==> src/rtl/booth_controller_if.sv <==
// Handshake and strobe bundle between the Booth controller, the datapath and the consumer.
`timescale 1ns/1ps
interface booth_controller_if;
    logic start_valid;
    logic start_ready;
    logic count;
    logic load;
    logic enable_A;
    logic enable_B;
    logic load_PP;
    logic enable_PP;
    logic load_P;
    logic out_valid;
    logic out_ready;
    logic busy;
    logic err;
    logic err_clear;

    modport master (
        input  start_valid, count, out_ready, err_clear,
        output start_ready, load, enable_A, enable_B, load_PP, enable_PP, load_P,
        output out_valid, busy, err
    );

    modport slave (
        output start_valid, count, out_ready, err_clear,
        input  start_ready, load, enable_A, enable_B, load_PP, enable_PP, load_P,
        input  out_valid, busy, err
    );
endinterface

==> src/rtl/booth_controller.sv <==
// Sequencing FSM for the 16-bit radix-2 Booth datapath: load, init, iterate, capture,
// then hold the result until the consumer takes it. Sequencing faults park in ERR.
`timescale 1ns/1ps
module booth_controller #(
    parameter int unsigned ITERATIONS = 16,
    parameter int unsigned SLACK      = 2,
    parameter int unsigned CNT_W      = $clog2(ITERATIONS + SLACK + 1)
) (
    input logic               clk,
    input logic               reset,
    booth_controller_if.master bus
);

    typedef enum logic [2:0] {
        StIdle,
        StLoad,
        StInit,
        StIter,
        StCapture,
        StDone,
        StErr
    } state_e;

    localparam logic [CNT_W-1:0] IterDone = CNT_W'(ITERATIONS);
    localparam logic [CNT_W-1:0] IterMax  = CNT_W'(ITERATIONS + SLACK);

    state_e           state_q, state_d;
    logic [CNT_W-1:0] iter_cnt_q, iter_cnt_d;

    always_ff @(posedge clk or posedge reset) begin
        if (reset) begin
            state_q    <= StIdle;
            iter_cnt_q <= '0;
        end else begin
            state_q    <= state_d;
            iter_cnt_q <= iter_cnt_d;
        end
    end

    always_comb begin
        state_d       = state_q;
        iter_cnt_d    = iter_cnt_q;
        bus.start_ready = 1'b0;
        bus.load      = 1'b0;
        bus.enable_A  = 1'b0;
        bus.enable_B  = 1'b0;
        bus.load_PP   = 1'b0;
        bus.enable_PP = 1'b0;
        bus.load_P    = 1'b0;
        bus.out_valid = 1'b0;
        bus.busy      = 1'b0;
        bus.err       = 1'b0;

        unique case (state_q)
            StIdle: begin
                bus.start_ready = 1'b1;
                if (bus.start_valid) state_d = StLoad;
            end
            StLoad: begin
                bus.load     = 1'b1;
                bus.enable_A = 1'b1;
                bus.enable_B = 1'b1;
                bus.busy     = 1'b1;
                iter_cnt_d   = '0;
                state_d      = StInit;
            end
            StInit: begin
                bus.load_PP = 1'b1;
                bus.busy    = 1'b1;
                state_d     = StIter;
            end
            StIter: begin
                bus.busy = 1'b1;
                if (bus.count) begin
                    state_d = (iter_cnt_q >= IterDone) ? StCapture : StErr;
                end else if (iter_cnt_q == IterMax) begin
                    // Timeout: the step budget is spent, so no further enable_PP.
                    state_d = StErr;
                end else begin
                    bus.enable_PP = 1'b1;
                    iter_cnt_d    = iter_cnt_q + 1'b1;
                end
            end
            StCapture: begin
                bus.load_P = 1'b1;
                bus.busy   = 1'b1;
                state_d    = StDone;
            end
            StDone: begin
                bus.out_valid = 1'b1;
                if (bus.out_ready) state_d = StIdle;
            end
            StErr: begin
                bus.err = 1'b1;
                if (bus.err_clear) state_d = StIdle;
            end
            default: state_d = StIdle;
        endcase
    end

endmodule
==> src/flat_wrapper.sv <==
// flat-port wrapper written by rule: the top's interface ports become plain ports
module booth_controller_flat 
#(
    parameter int unsigned ITERATIONS = 16,
    parameter int unsigned SLACK      = 2,
    parameter int unsigned CNT_W      = $clog2(ITERATIONS + SLACK + 1)
)
  (clk, reset, bus_start_valid, bus_count, bus_out_ready, bus_err_clear, bus_start_ready, bus_load, bus_enable_A, bus_enable_B, bus_load_PP, bus_enable_PP, bus_load_P, bus_out_valid, bus_busy, bus_err);
  booth_controller_if bus_i ();
  input logic clk;
  input logic reset;
  input wire logic [$bits(bus_i.start_valid)-1:0] bus_start_valid;
  input wire logic [$bits(bus_i.count)-1:0] bus_count;
  input wire logic [$bits(bus_i.out_ready)-1:0] bus_out_ready;
  input wire logic [$bits(bus_i.err_clear)-1:0] bus_err_clear;
  output wire logic [$bits(bus_i.start_ready)-1:0] bus_start_ready;
  output wire logic [$bits(bus_i.load)-1:0] bus_load;
  output wire logic [$bits(bus_i.enable_A)-1:0] bus_enable_A;
  output wire logic [$bits(bus_i.enable_B)-1:0] bus_enable_B;
  output wire logic [$bits(bus_i.load_PP)-1:0] bus_load_PP;
  output wire logic [$bits(bus_i.enable_PP)-1:0] bus_enable_PP;
  output wire logic [$bits(bus_i.load_P)-1:0] bus_load_P;
  output wire logic [$bits(bus_i.out_valid)-1:0] bus_out_valid;
  output wire logic [$bits(bus_i.busy)-1:0] bus_busy;
  output wire logic [$bits(bus_i.err)-1:0] bus_err;
  assign bus_i.start_valid = bus_start_valid;
  assign bus_i.count = bus_count;
  assign bus_i.out_ready = bus_out_ready;
  assign bus_i.err_clear = bus_err_clear;
  assign bus_start_ready = bus_i.start_ready;
  assign bus_load = bus_i.load;
  assign bus_enable_A = bus_i.enable_A;
  assign bus_enable_B = bus_i.enable_B;
  assign bus_load_PP = bus_i.load_PP;
  assign bus_enable_PP = bus_i.enable_PP;
  assign bus_load_P = bus_i.load_P;
  assign bus_out_valid = bus_i.out_valid;
  assign bus_busy = bus_i.busy;
  assign bus_err = bus_i.err;
  booth_controller #(.ITERATIONS(ITERATIONS), .SLACK(SLACK), .CNT_W(CNT_W)) u_core (.clk(clk), .reset(reset), .bus(bus_i));
endmodule
==> config.mk <==
export PLATFORM = sky130hd
export DESIGN_NAME = booth_controller_flat
export DESIGN_NICKNAME = d
export VERILOG_FILES = /design/src/rtl/booth_controller_if.sv /design/src/rtl/booth_controller.sv /design/src/flat_wrapper.sv
export SDC_FILE = /design/constraint.sdc
export NUM_CORES = 1
export LEC_CHECK = 0
export ABC_AREA = 1
export CORE_MARGIN = 10
export CORE_UTILIZATION = 41
export CTS_CLUSTER_SIZE = 25
export DETAILED_ROUTE_END_ITERATION = 16
export PLACE_DENSITY = 0.69
export SYNTH_ARGS = -nofsm -noshare
export SYNTH_HDL_FRONTEND = slang
export SYNTH_SLANG_ARGS = --single-unit
==> constraint.sdc <==
create_clock -name clk -period 1.4 [get_ports clk]
set_clock_uncertainty 0.2 [all_clocks]
set_input_delay 0.14 -clock clk [delete_from_list [all_inputs] [get_ports clk]]
set_output_delay 0.14 -clock clk [all_outputs]
set_load 0.01 [all_outputs]
======== After elaboration in Yosys (flattened, before gate mapping) ========
Cells that the tools add are included.
operators by class
  $add $sub $neg .......................... 1
  magnitude comparators ................... 1
  equal/unequal tests ..................... 13
  mux-type cells .......................... 20
  reduce and logical (&&, ||, !) cells .... 5
operators by type and width
  operator             number
  $pmux 3 s7           1
  $mux 3               5
  $mux 1               10
  $mux 5               2
  $ne 2x2->1 const B   5
  $pmux 5 s2           1
  $eq 3x3->1 const B   3
  $eq 3x2->1 const B   2
  $add 5x1->5 const B  1
  $eq 5x5->1 const B   1
  $ge 5x5->1 const B   1
  $reduce_and 4->1     1
  $reduce_or 4->1      1
  $eq 3x1->1 const B   1
  $logic_not 3->1      1
  $ne 3x2->1 const B   1
  $reduce_and 3->1     1
  $mux 2               1
  $reduce_bool 2->1    1
storage, ports and cells
  register bits after elaboration ......... 8
  bits of input ports ..................... 6
  output and inout bits ................... 10
  word-level logic and storage cells ...... 42

======== Logic depth before layout (Yosys ltp) ========
Gate-level depths: netlist of run 1.
  depth after elaboration ................. 4
  depth in mapped cells ................... 9
  gate-level depth less buffers ........... 8

======== Worst setup path before layout of run 1 ========
No wires, ideal clock.
  path kind ............................... reg-to-output
  start point ............................. register u_core.state_q[1]
  end point ............................... output bus_enable_B
  arrival ................................. 1.033 ns
  data required time ...................... 1.060 ns
  path slack .............................. 0.027 ns
  cell stages (with the launch flop) ...... 6
  path buffers ............................ 2
  cells stage by stage .................... dfrtp_1 > clkbuf_8 > inv_1 > nand3_1 > inv_1 > buf_4
on the way
  cells in the longest elaborated chain, start to end .. 2
RTL lines
  element                 RTL line                RTL
  from (decl)             booth_controller.sv:27  state_e state_q, state_d;
  from (signal assigned)  booth_controller.sv:32  state_q <= StIdle;
  from (signal assigned)  booth_controller.sv:35  state_q <= state_d;
  $eq 3x1->1              --
  $mux 1                  --
  to (decl)               flat_wrapper.sv:19      output wire logic [$bits(bus_i.enable_B)-1:0] bus_enable_B;
Every way passes these cells.

======== Worst setup path in the final report of run 1 ========
  start point ............................. register u_core.state_q[0]
  end point ............................... output bus_busy
on the way
  cells in the longest elaborated chain, start to end .. 3
  elaborated cells on any way between the ends .. 6
  classes of those cells .................. eq/ne (4); mux (1); reduce/logical (1)
RTL lines
  element                               RTL line                RTL
  $eq 3x1->1 (tied with other cells)    booth_controller.sv:54  unique case (state_q)
  $reduce_or 4->1 (no source line) (*)  --
  $mux 1 (*)                            booth_controller.sv:54
  to (decl)                             flat_wrapper.sv:24      output wire logic [$bits(bus_i.busy)-1:0] bus_busy;
Mark *: on every way between the ends. The rest lies on a longest branch, timed or not.

==> results of run 1 <==
timing repair:
item | 4_1_cts | 5_1_grt
endpoints found under the setup margin | 18 | 18
pin swaps | 6 | 13
hold endpoints to repair | 8 | 0
gates cloned | 1 | 0
setup buffers | 9 | 5
resized for setup | 63 | 21
hold buffers | 1 | 0
worst min-delay path by stage:
stage	endpoint	slack [ns]	from	depth (start not counted)
floorplan	u_core.iter_cnt_q[0]$_DFFE_PP0P_	-0.24	reset	1
CTS	u_core.iter_cnt_q[1]$_DFFE_PP0P_	0.37	u_core.iter_cnt_q[1]$_DFFE_PP0P_	2
global placement	u_core.state_q[0]$_DFFE_PP0P_	0.21	reset	2
detailed placement	u_core.state_q[2]$_DFFE_PP0P_	0.21	reset	2
finish	u_core.iter_cnt_q[1]$_DFFE_PP0P_	0.38	u_core.iter_cnt_q[1]$_DFFE_PP0P_	2
global route	u_core.iter_cnt_q[1]$_DFFE_PP0P_	0.43	u_core.iter_cnt_q[1]$_DFFE_PP0P_	2
metal layers:
metal  share of wire, %  GRT usage [%]  wire length [µm]
met1                 41           15.8              1060
met2                 47           21.1              1210
met3                9.0           3.43               230
met4                2.6           6.38                67
met5                  0              0                 0
Yosys cell counts (all sizes together):
cell type,count
nand2,16
inv,14
and2,1
clkbuf,2
ha,2
xnor2,1
nand3,13
a21oi,1
a31oi,1
o21ai,3
nor2,8
dfrtp,8
buf,3
nor3,2
nand4,5
xor2,1
where the power goes:
group | internal, W | leakage, nW | total [W] | switching [W]
clock | 0.0000992 | 0.0138 | 0.000201 | 0.000101
sequential | 0.000305 | 0.103 | 0.000373 | 0.0000673
combinational | 0.000910 | 0.474 | 0.00180 | 0.000894
total | 0.00131 | 0.590 | 0.00238 | 0.00106
tightest hold or removal path: stages (launching register included):
cell	delay (ns)
dfrtp_1	0.34
ha_1	0.14
o21ai_2	0.06
kinds of logic (layout without fill, tap and decap cells):
group,count (synthesis),count (layout),synth area share [%]
adder cells (fa/ha/maj),2,2,4.15
flip-flops,8,8,33.2
AND/OR/NAND/NOR,45,45,37.8
XOR/XNOR,2,2,2.91
AO/OA/AOI/OAI,5,5,4.36
buffers and inverters,19,68,17.6
cells in the final DEF (no fill, tap or decap), types with 3 or more instances in the layout:
cell type	n
buf_6	12
dfrtp_1	6
clkbuf_4	3
nand2_1	8
nand3_1	7
nand2_2	7
inv_1	9
buf_2	5
clkdlybuf4s50_1	5
nand4_1	5
buf_4	28
nor2_1	3
nor2_4	5
nand3_2	4
inv_2	5
through the flow:
stage	power, W	cell area, µm²
3_5_place_dp	0.00151	868
3_3_place_gp	0.00149	868
5_1_grt	0.00252	1130
2_1_floorplan	0.000990	603
4_1_cts	0.00198	1000
6_report	0.00238	1130
flip-flops by register name (all words and copies together) (netlist names):
register,count
u_core.state_q,3
u_core.iter_cnt_q,5
final cells by class:
cell class | count | area, µm²
Sequential cell | 8 | 203
Multi-Input combinational cell | 54 | 403
Tap cell | 15 | 18.8
Fill cell | 68 | 220
Clock buffer | 3 | 22.5
Inverter | 14 | 52.6
Timing Repair Buffer | 51 | 430
==> summary.txt, run 1 <==
Run status
  • Status: finished with violations
  • Failing checks: negative setup slack

Clock network
  • CTS tree: yes
  • Clock buffers created by TritonCTS: 3
  • Clock Sinks: 8
  • Max clock buf depth: 2
  • Clock latency on the worst-skew pair: 0.28 ns
  • CTS clk-pin slew, worst paths: 0.07 ns
  • Root Driver: clkbuf_4
  • CTS HTree Levels: 1

Worst setup path
  • R2R Path Start: u_core.state_q[2]$_DFFE_PP0P_
  • Setup crit start kind: flop
  • Stages on the worst setup path: 5
  • FF-to-FF setup slack: -0.22 ns
  • Worst-path cell chain: buf_6, nor2_4, nand2_2, nand4_1, buf_2
  • Critical path endpoint category: output port
  • CP bufs+invs: 2
  • Worst R2R Path Depth: 9
  • Crit path max-delay family: flip-flops
  • WS Path Type: reg2out
  • Required @ worst endpoint: 1.06 ns
  • End of the worst register-to-register path: u_core.iter_cnt_q[4]$_DFFE_PP0P_
  • Setup crit start: u_core.state_q[0]$_DFFE_PP0P_
  • CP arrival: 1.31 ns
  • Worst path slowest cell: dfrtp_2
  • Worst-path fanout max: 4
  • Critical Path End: bus_busy
  • Slowest stage delay, CP: 0.45 ns

Placement
  • Port Buf Inserts: 15
  • RePlAce Congestion: 0.847
  • Placement Setup Slack: -0.342 ns
  • Placed insts: 126
  • DP HPWL: 1220 µm

Route
  • Vias: 810
  • Drc violations: 0
  • DRT Wirelength: 2560 µm
  • Initial drt markers: 32
  • DR WL/cell: 17.7 µm
  • Antenna-violating nets left: 0
  • Vias per inst: 5.59
  • DRT Pass-1 Iters: 4

Floorplan
  • Die Ht: 58.4 µm
  • Row cnt: 13
  • Die Wd: 58.4 µm
  • Core Region: 1350 µm²
  • Initial Utilization: 44.7%
  • DIE AREA: 3400 µm²
  • Io pins: 16

Yosys
  • Sequential area share after synthesis: 33.2%
  • Synth top area cells: dfrtp_1, nand2_1, nand3_1, inv_1, nand4_1
  • Yosys top cell area share: 33.2%
  • Post-synth top area cell: dfrtp_1
  • Syn_nets: 89
  • YS warnings: 0
  • Synth Instances: 81
  • #FFs+latches synth: 8
  • Syn Area/Cell: 7.45 µm²
  • Distinct cells, synth: 23
  • Area of the mapped netlist: 603 µm²

Finish
  • Final Util: 83.7%
  • Total Nets Final: 140
  • ANT cells: 0
  • P&R area growth vs syn: 87.3%
  • Layout cell share with drive strength beyond 1: 59.2%
  • Final Non-Filler Cells: 145

STA
  • Setup TNS: -2.97 ns
  • FMAX: 607 MHz
  • Post-route minimum period: 1.65 ns
  • Final setup margin: -0.247 ns
  • Hold_ws: 0.376 ns
  • RSZ-0062 raised after global routing: true
  • Tightest Pin Transition: 0.337 ns
  • Tcrit/Tclk final: 118%
  • Final-report hold violation count: 0
  • Final setup fails: 18
  • Slew margin rel.: 77.5%
  • Max-slew violations: 0

Global routing
  • Largest net degree at the start of global routing: 9
  • Vias in the first global route: 746
  • First-pass GRT wire length: 3550 µm
  • Total global-route track usage: 13.2%
  • Initial antenna violation count: 0
  • GRT overflow: 0

Power
  • PwrDens: 2100 nW/µm²
  • Static Leak: 0.590 nW
  • Worst IR Drop VDD: 1.60 mV

Run
  • Max-Cap Viols: 0

Hold path
  • Worst Hold Class: reg2reg
(Power assumes the default switching activity.)
==> run 2, diff against run 1 <==
TNS_END_PERCENT = 10   (was not set)
==> summary.txt, run 2 (same netlist as run 1, synthesis figures left out) <==
Run status
  • Status: finished with violations
  • Failing checks: negative setup slack

Finish
  • Total Nets Final: 132 (-5.7%)
  • Top reg by flops: u_core.iter_cnt_q
  • Register area: 203 µm² (unchanged)
  • Most frequent cells in the layout: buf_4, nand2_1, nand3_1, inv_1, buf_2
  • Final Util: 72.0% (-12 points)
  • Area occupied by multi-input gates: 349 µm² (-13%)
  • P&R area growth vs syn: 61.2%
  • Layout fillers: 99 (+46%)
  • Commonest non-fill, non-tap cell in the layout: buf_4
  • ANT cells: 0 (unchanged)
  • Layout cell share with drive strength beyond 1: 49.2% (-10 points)
  • Number of flip-flops in the largest register: 5 (unchanged)
  • Biggest regs: u_core.iter_cnt_q: 5 flops, u_core.state_q: 3 flops

Route
  • Initial drt markers: 10 (-69%)
  • DRT Wirelength: 1940 µm (-24%)
  • DR WL/cell: 14.2 µm (-20%)
  • DRT Pass-1 Iters: 4 (unchanged)
  • Vias: 699 (-14%)
  • Antenna-violating nets left: 0 (unchanged)
  • Vias per inst: 5.10 (-8.7%)
  • Drc violations: 0 (unchanged)

Power
  • PwrDens: 2000 nW/µm² (-5.1%)
  • Worst IR Drop VDD: 1.28 mV (-20%)
  • Power, Total: 0.00194 W (-18%)
  • Static Leak: 0.537 nW (-9.1%)

Worst setup path
  • Worst path slowest cell: dfrtp_2
  • Most used cell, CP: buf_4
  • Required @ worst endpoint: 1.40 ns (+0.34 ns)
  • CP arrival: 1.58 ns (+0.27 ns)
  • Slowest stage delay, CP: 0.42 ns (-0.03 ns)
  • Setup crit start kind: flop
  • WS Path Type: reg2reg
  • Worst-path cell chain: buf_6, nand3_4, buf_4, buf_4, buf_4, nor2_4, nand3_1, nand2_1
  • Worst-path fanout max: 5 (+1)
  • Critical path endpoint category: flop

STA
  • Tightest Pin Transition: 0.320 ns (-0.0170 ns)
  • Final setup margin: -0.182 ns (+0.0646 ns)
  • RSZ-0062 raised after global routing: true
  • Slew margin rel.: 78.7% (+1.1 points)
  • Post-route minimum period: 1.58 ns (-0.0646 ns)
  • FMAX: 632 MHz (+4.1%)
  • Tcrit/Tclk final: 113% (-4.6 points)
  • Final-report hold violation count: 0 (unchanged)
  • Max-slew violations: 0 (unchanged)
  • Setup TNS: -1.61 ns (+1.36 ns)
  • Final setup fails: 17 (-1)

Floorplan
  • Die Wd: 58.4 µm (unchanged)
  • Io pins: 16 (unchanged)
  • DIE AREA: 3400 µm² (unchanged)
  • Die Ht: 58.4 µm (unchanged)
  • Core Region: 1350 µm² (unchanged)
  • Row cnt: 13 (unchanged)
  • Initial Utilization: 44.7% (unchanged)

Clock network
  • Root Driver: clkbuf_4
  • Clock latency on the worst-skew pair: 0.26 ns (-0.02 ns)
  • CTS HTree Levels: 1 (unchanged)
  • Clock Sinks: 8 (unchanged)
  • Clock buffers created by TritonCTS: 3 (unchanged)
  • CTS clk-pin slew, worst paths: 0.07 ns (about the same)
  • CTS tree: yes
  • Max clock buf depth: 2 (unchanged)

Placement
  • Port Buf Inserts: 15 (unchanged)
  • Placement Setup Slack: -0.342 ns (unchanged)
  • RePlAce Congestion: 0.847 (unchanged)
  • DP HPWL: 1220 µm (unchanged)

Run
  • Max-Cap Viols: 0 (unchanged)

Global routing
  • Total global-route track usage: 11.9% (-1.3 points)
  • GRT overflow: 0 (unchanged)
  • Largest net degree at the start of global routing: 12 (+3)
  • Initial antenna violation count: 0 (unchanged)
  • First-pass GRT wire length: 3170 µm (-11%)
  • Vias in the first global route: 675 (-9.5%)

Hold path
  • Worst Hold Class: reg2reg
-- run 2: cell types whose count changed in the layout (fill, tap and decap cells not counted), moves of 2 or more --
cell,change
buf_2,+4
buf_4,-3
buf_6,-9
nand2_1,+3
nand2_2,-2
nand3_1,+3
nand3_2,-2
-- run 2: worst paths after layout --
| path | startpoint | endpoint | slack [ns] | cells past startpoint |
|---|---|---|---|---|
| setup / recovery | u_core.state_q[0]$_DFFE_PP0P_ | u_core.iter_cnt_q[4]$_DFFE_PP0P_ | -0.18 | 8 |
| hold / removal | u_core.iter_cnt_q[1]$_DFFE_PP0P_ | u_core.iter_cnt_q[1]$_DFFE_PP0P_ | 0.37 | 2 |
| setup reg to reg | u_core.state_q[0]$_DFFE_PP0P_ | u_core.iter_cnt_q[4]$_DFFE_PP0P_ | -0.18 | 8 |
| hold reg to reg | u_core.iter_cnt_q[1]$_DFFE_PP0P_ | u_core.iter_cnt_q[1]$_DFFE_PP0P_ | 0.37 | 2 |
| max in group asynchronous | reset | u_core.state_q[1]$_DFFE_PP0P_ | 0.25 | 3 |
| min in group asynchronous | reset | u_core.state_q[2]$_DFFE_PP0P_ | 0.49 | 3 |
-- run 2: what timing repair did --
action                     in CTS  in global routing
pin swaps                       5                  3
hold endpoints to repair        8                  0
resized for setup              54                  8
setup buffers                   5                  2
hold buffers                    1                  0
setup endpoints to repair      18                 18
-- run 2: power breakdown --
part	leakage (nW)	internal [W]	switching (W)	total, W
clock	0.0138	0.0000991	0.0000940	0.000193
combinational	0.420	0.000686	0.000693	0.00138
sequential	0.103	0.000305	0.0000645	0.000370
total	0.537	0.00109	0.000851	0.00194
-- run 2: metal layers --
layer / vias up / track usage, % / part of all wire (%)
met5: - / 0 / 0
met4: 0 / 7.05 / 1.3
met3: 4 / 3.22 / 4.3
met2: 19 / 18.5 / 48
met1: 333 / 14.1 / 46
li1: 343 / - / -
-- run 2: final cells by class --
cell class              count  share of cell area [%]
clock buffers               3                    2.32
inverters                  14                    5.41
multi-input cells          54                    35.9
flip-flops and latches      8                    20.8
well taps                  15                    1.93
repair buffers             43                    33.6
-- run 2: metrics by stage --
stage          hold slack (ns)  std cells  cell area [µm²]
2_1_floorplan           -0.244         81              603
3_3_place_gp             0.211        126              868
3_5_place_dp             0.213        126              868
4_1_cts                  0.372        135              956
5_1_grt                  0.430        137              972
6_report                 0.370        137              972
-- run 2: critical path: cells and delay by family, from the launching register on --
| family | cells | cell delay [ns] |
|---|---|---|
| AND/OR/NAND/NOR | 4 | 0.35 |
| flip-flops | 1 | 0.42 |
| buffers and inverters | 4 | 0.55 |
==> run 3, diff against run 2 <==
CORE_AREA = 10 10 47 49   (was not set)
CORE_MARGIN = not set   (was 10)
CORE_UTILIZATION = not set   (was 41)
DIE_AREA = 0 0 57 59   (was not set)
DONT_BUFFER_PORTS = 1   (was not set)
PLACE_DENSITY = 0.59   (was 0.69)
==> summary.txt, run 3 (same netlist as run 1, synthesis figures left out) <==
STA
  • Max-slew violations: 0 (unchanged)
  • RSZ-0062 raised after global routing: true
  • FMAX: 653 MHz (+3.3%)
  • Tightest Pin Transition: 0.333 ns (+0.0135 ns)
  • Final setup margin: -0.131 ns (+0.0509 ns)
  • Final setup fails: 17 (unchanged)
  • Post-route minimum period: 1.53 ns (-0.0509 ns)
  • Tcrit/Tclk final: 109% (-3.6 points)
  • Slew margin rel.: 77.8% (-0.90 points)
  • Final-report hold violation count: 1 (+1)
  • Hold_ws: -0.00147 ns (-0.371 ns)

Route
  • Drc violations: 0 (unchanged)
  • Vias per inst: 5.12 (+0.28%)
  • Initial drt markers: 17 (+7)
  • DRT Pass-1 Iters: 5 (+1)
  • DRT Wirelength: 1600 µm (-18%)
  • Vias: 614 (-12%)
  • Antenna-violating nets left: 0 (unchanged)
  • DR WL/cell: 13.4 µm (-5.9%)

Placement
  • Port Buf Inserts: 0 (-15)
  • DP HPWL: 1050 µm (-14%)
  • RePlAce Congestion: 0.871 (+2.9%)
  • Placed Area: 704 µm² (-19%)
  • Placed insts: 110 (-13%)

Clock network
  • CTS clk-pin slew, worst paths: 0.06 ns (about the same)
  • Clock latency on the worst-skew pair: 0.25 ns (about the same)
  • Root Driver: clkbuf_4
  • CTS tree: yes
  • Clock buffers created by TritonCTS: 3 (unchanged)
  • Max clock buf depth: 2 (unchanged)
  • CTS HTree Levels: 1 (unchanged)
  • Clock Sinks: 8 (unchanged)

Global routing
  • Global Route met3 Usage: 3.00% (-0.21 points)
  • GRT overflow: 0 (unchanged)
  • First-pass GRT wire length: 2530 µm (-20%)
  • Vias in the first global route: 560 (-17%)
  • Initial antenna violation count: 0 (unchanged)
  • GR Layer Usage met2: 14.3% (-4.2 points)
  • Global-route met1 utilization: 11.2% (-3.0 points)
  • GR peak layer: met2
  • Largest net degree at the start of global routing: 9 (-3)
  • Total global-route track usage: 9.15% (-2.7 points)

Worst setup path
  • CP arrival: 1.19 ns (-0.39 ns)
  • Crit path max-delay family: flip-flops
  • CP bufs+invs: 2 (-2)
  • WS Path Type: reg2out
  • Setup crit start kind: flop
  • Slowest stage delay, CP: 0.41 ns (about the same)
  • Worst path slowest cell: dfrtp_1
  • Required @ worst endpoint: 1.06 ns (-0.34 ns)
  • Critical path endpoint category: output port
  • Worst-path cell chain: buf_6, nor3_2, buf_4
  • Worst-path fanout max: 6 (+1)

Power
  • PwrDens: 1950 nW/µm² (-2.2%)
  • Worst IR Drop VDD: 1.19 mV (-7.6%)
  • Static Leak: 0.458 nW (-15%)

Run status
  • Status: finished with violations
  • Failing checks: negative hold slack, negative setup slack

Finish
  • Layout cell share with drive strength beyond 1: 41.3% (-7.8 points)
  • P&R area growth vs syn: 44.4%
  • Number of flip-flops in the largest register: 5 (unchanged)
  • Design area: 871 µm² (-10%)
  • Total Nets Final: 114 (-14%)
  • Commonest non-fill, non-tap cell in the layout: buf_4
  • Layout fillers: 118 (+19%)
  • Biggest regs: u_core.iter_cnt_q: 5 flops, u_core.state_q: 3 flops
  • Top reg by flops: u_core.iter_cnt_q
  • Most frequent cells in the layout: buf_4, nand2_1, inv_1
  • Final Non-Filler Cells: 120 (-12%)
  • ANT cells: 0 (unchanged)

Floorplan
  • Row cnt: 14 (+1)
  • Core Region: 1400 µm² (+3.8%)
  • Die Wd: 57 µm (-2.3%)
  • DIE AREA: 3360 µm² (-1.2%)
  • Die Ht: 59 µm (+1.1%)
  • Io pins: 16 (unchanged)
  • Initial Utilization: 43.0% (-1.6 points)

Hold path
  • Worst Hold Class: in2reg

Run
  • Max-Cap Viols: 0 (unchanged)
==> run 3: changes by cell type in the layout (fill, tap and decap cells not counted), moves of 2 or more <==
| cell | delta |
|---|---|
| clkdlybuf4s50_1 | -5 |
| dlygate4sd3_1 | +2 |
| buf_4 | -10 |
| nand2_2 | -4 |
| nand2_1 | +3 |
| buf_6 | +4 |
| nor2_4 | -2 |
| buf_2 | -9 |
==> run 3: routing by layer <==
layer | vias up | part of all wire (%)
met4 | 0 | 1.4
met5 | - | 0
li1 | 307 | -
met3 | 4 | 8.7
met1 | 277 | 40
met2 | 26 | 49
==> run 3: final timing paths <==
kind                                                  startpoint                               end  slack (ns)  cells past startpoint
max in group asynchronous                                  reset     u_core.state_q[0]$_DFFE_PP0P_        0.65                      2
worst min-delay path                                   bus_count  u_core.iter_cnt_q[0]$_DFFE_PP0P_      -0.001                      5
worst max-delay path               u_core.state_q[2]$_DFFE_PP0P_                   bus_start_ready       -0.13                      3
worst min register to register  u_core.iter_cnt_q[1]$_DFFE_PP0P_  u_core.iter_cnt_q[1]$_DFFE_PP0P_        0.40                      2
min in group asynchronous                                  reset     u_core.state_q[2]$_DFFE_PP0P_        0.08                      2
worst max register to register     u_core.state_q[2]$_DFFE_PP0P_     u_core.state_q[0]$_DFFE_PP0P_       -0.06                      7
==> run 3: layout make-up <==
type / count / area [µm²] / area share (%)
inverters: 14 / 52.6 / 6.03
flip-flops and latches: 8 / 203 / 23.3
clock buffers: 3 / 22.5 / 2.59
well taps: 16 / 20.0 / 2.30
multi-input cells: 54 / 352 / 40.4
repair buffers: 25 / 221 / 25.4
==> run 3: tightest hold or removal path: stages <==
cell,delay (ns)
nor2_4,0.02
nand2_4,0.08
inv_2,0.06
nand2_1,0.05
o21ai_1,0.05
==> run 3: report_power, final <==
part	internal, W	switching (W)
Clock	0.0000980	0.0000760
Sequential	0.000305	0.000126
Combinational	0.000524	0.000570
Total	0.000928	0.000772
==> run 3: what timing repair did <==
action,in CTS,in global routing
resized for setup,21,4
endpoints found under the hold margin,10,0
pin swaps,3,2
hold buffers,3,0
setup endpoints to repair,14,18
setup buffers,4,0
==> run 3: metrics by stage <==
stage	power, W	hold WS, ns	TNS, ns	worst slack, ns	util, %
4_1_cts	0.00165	0.00301	-0.748	-0.0997	61.3
2_1_floorplan	0.000990	-0.244	0	0.0274	-
3_5_place_dp	0.00124	-0.197	-0.139	-0.0692	50.3
3_3_place_gp	0.00124	-0.202	-0.180	-0.0740	50.3
5_1_grt	0.00183	0.0380	-2.40	-0.201	62.1
6_report	0.00170	-0.00147	-1.30	-0.131	62.1
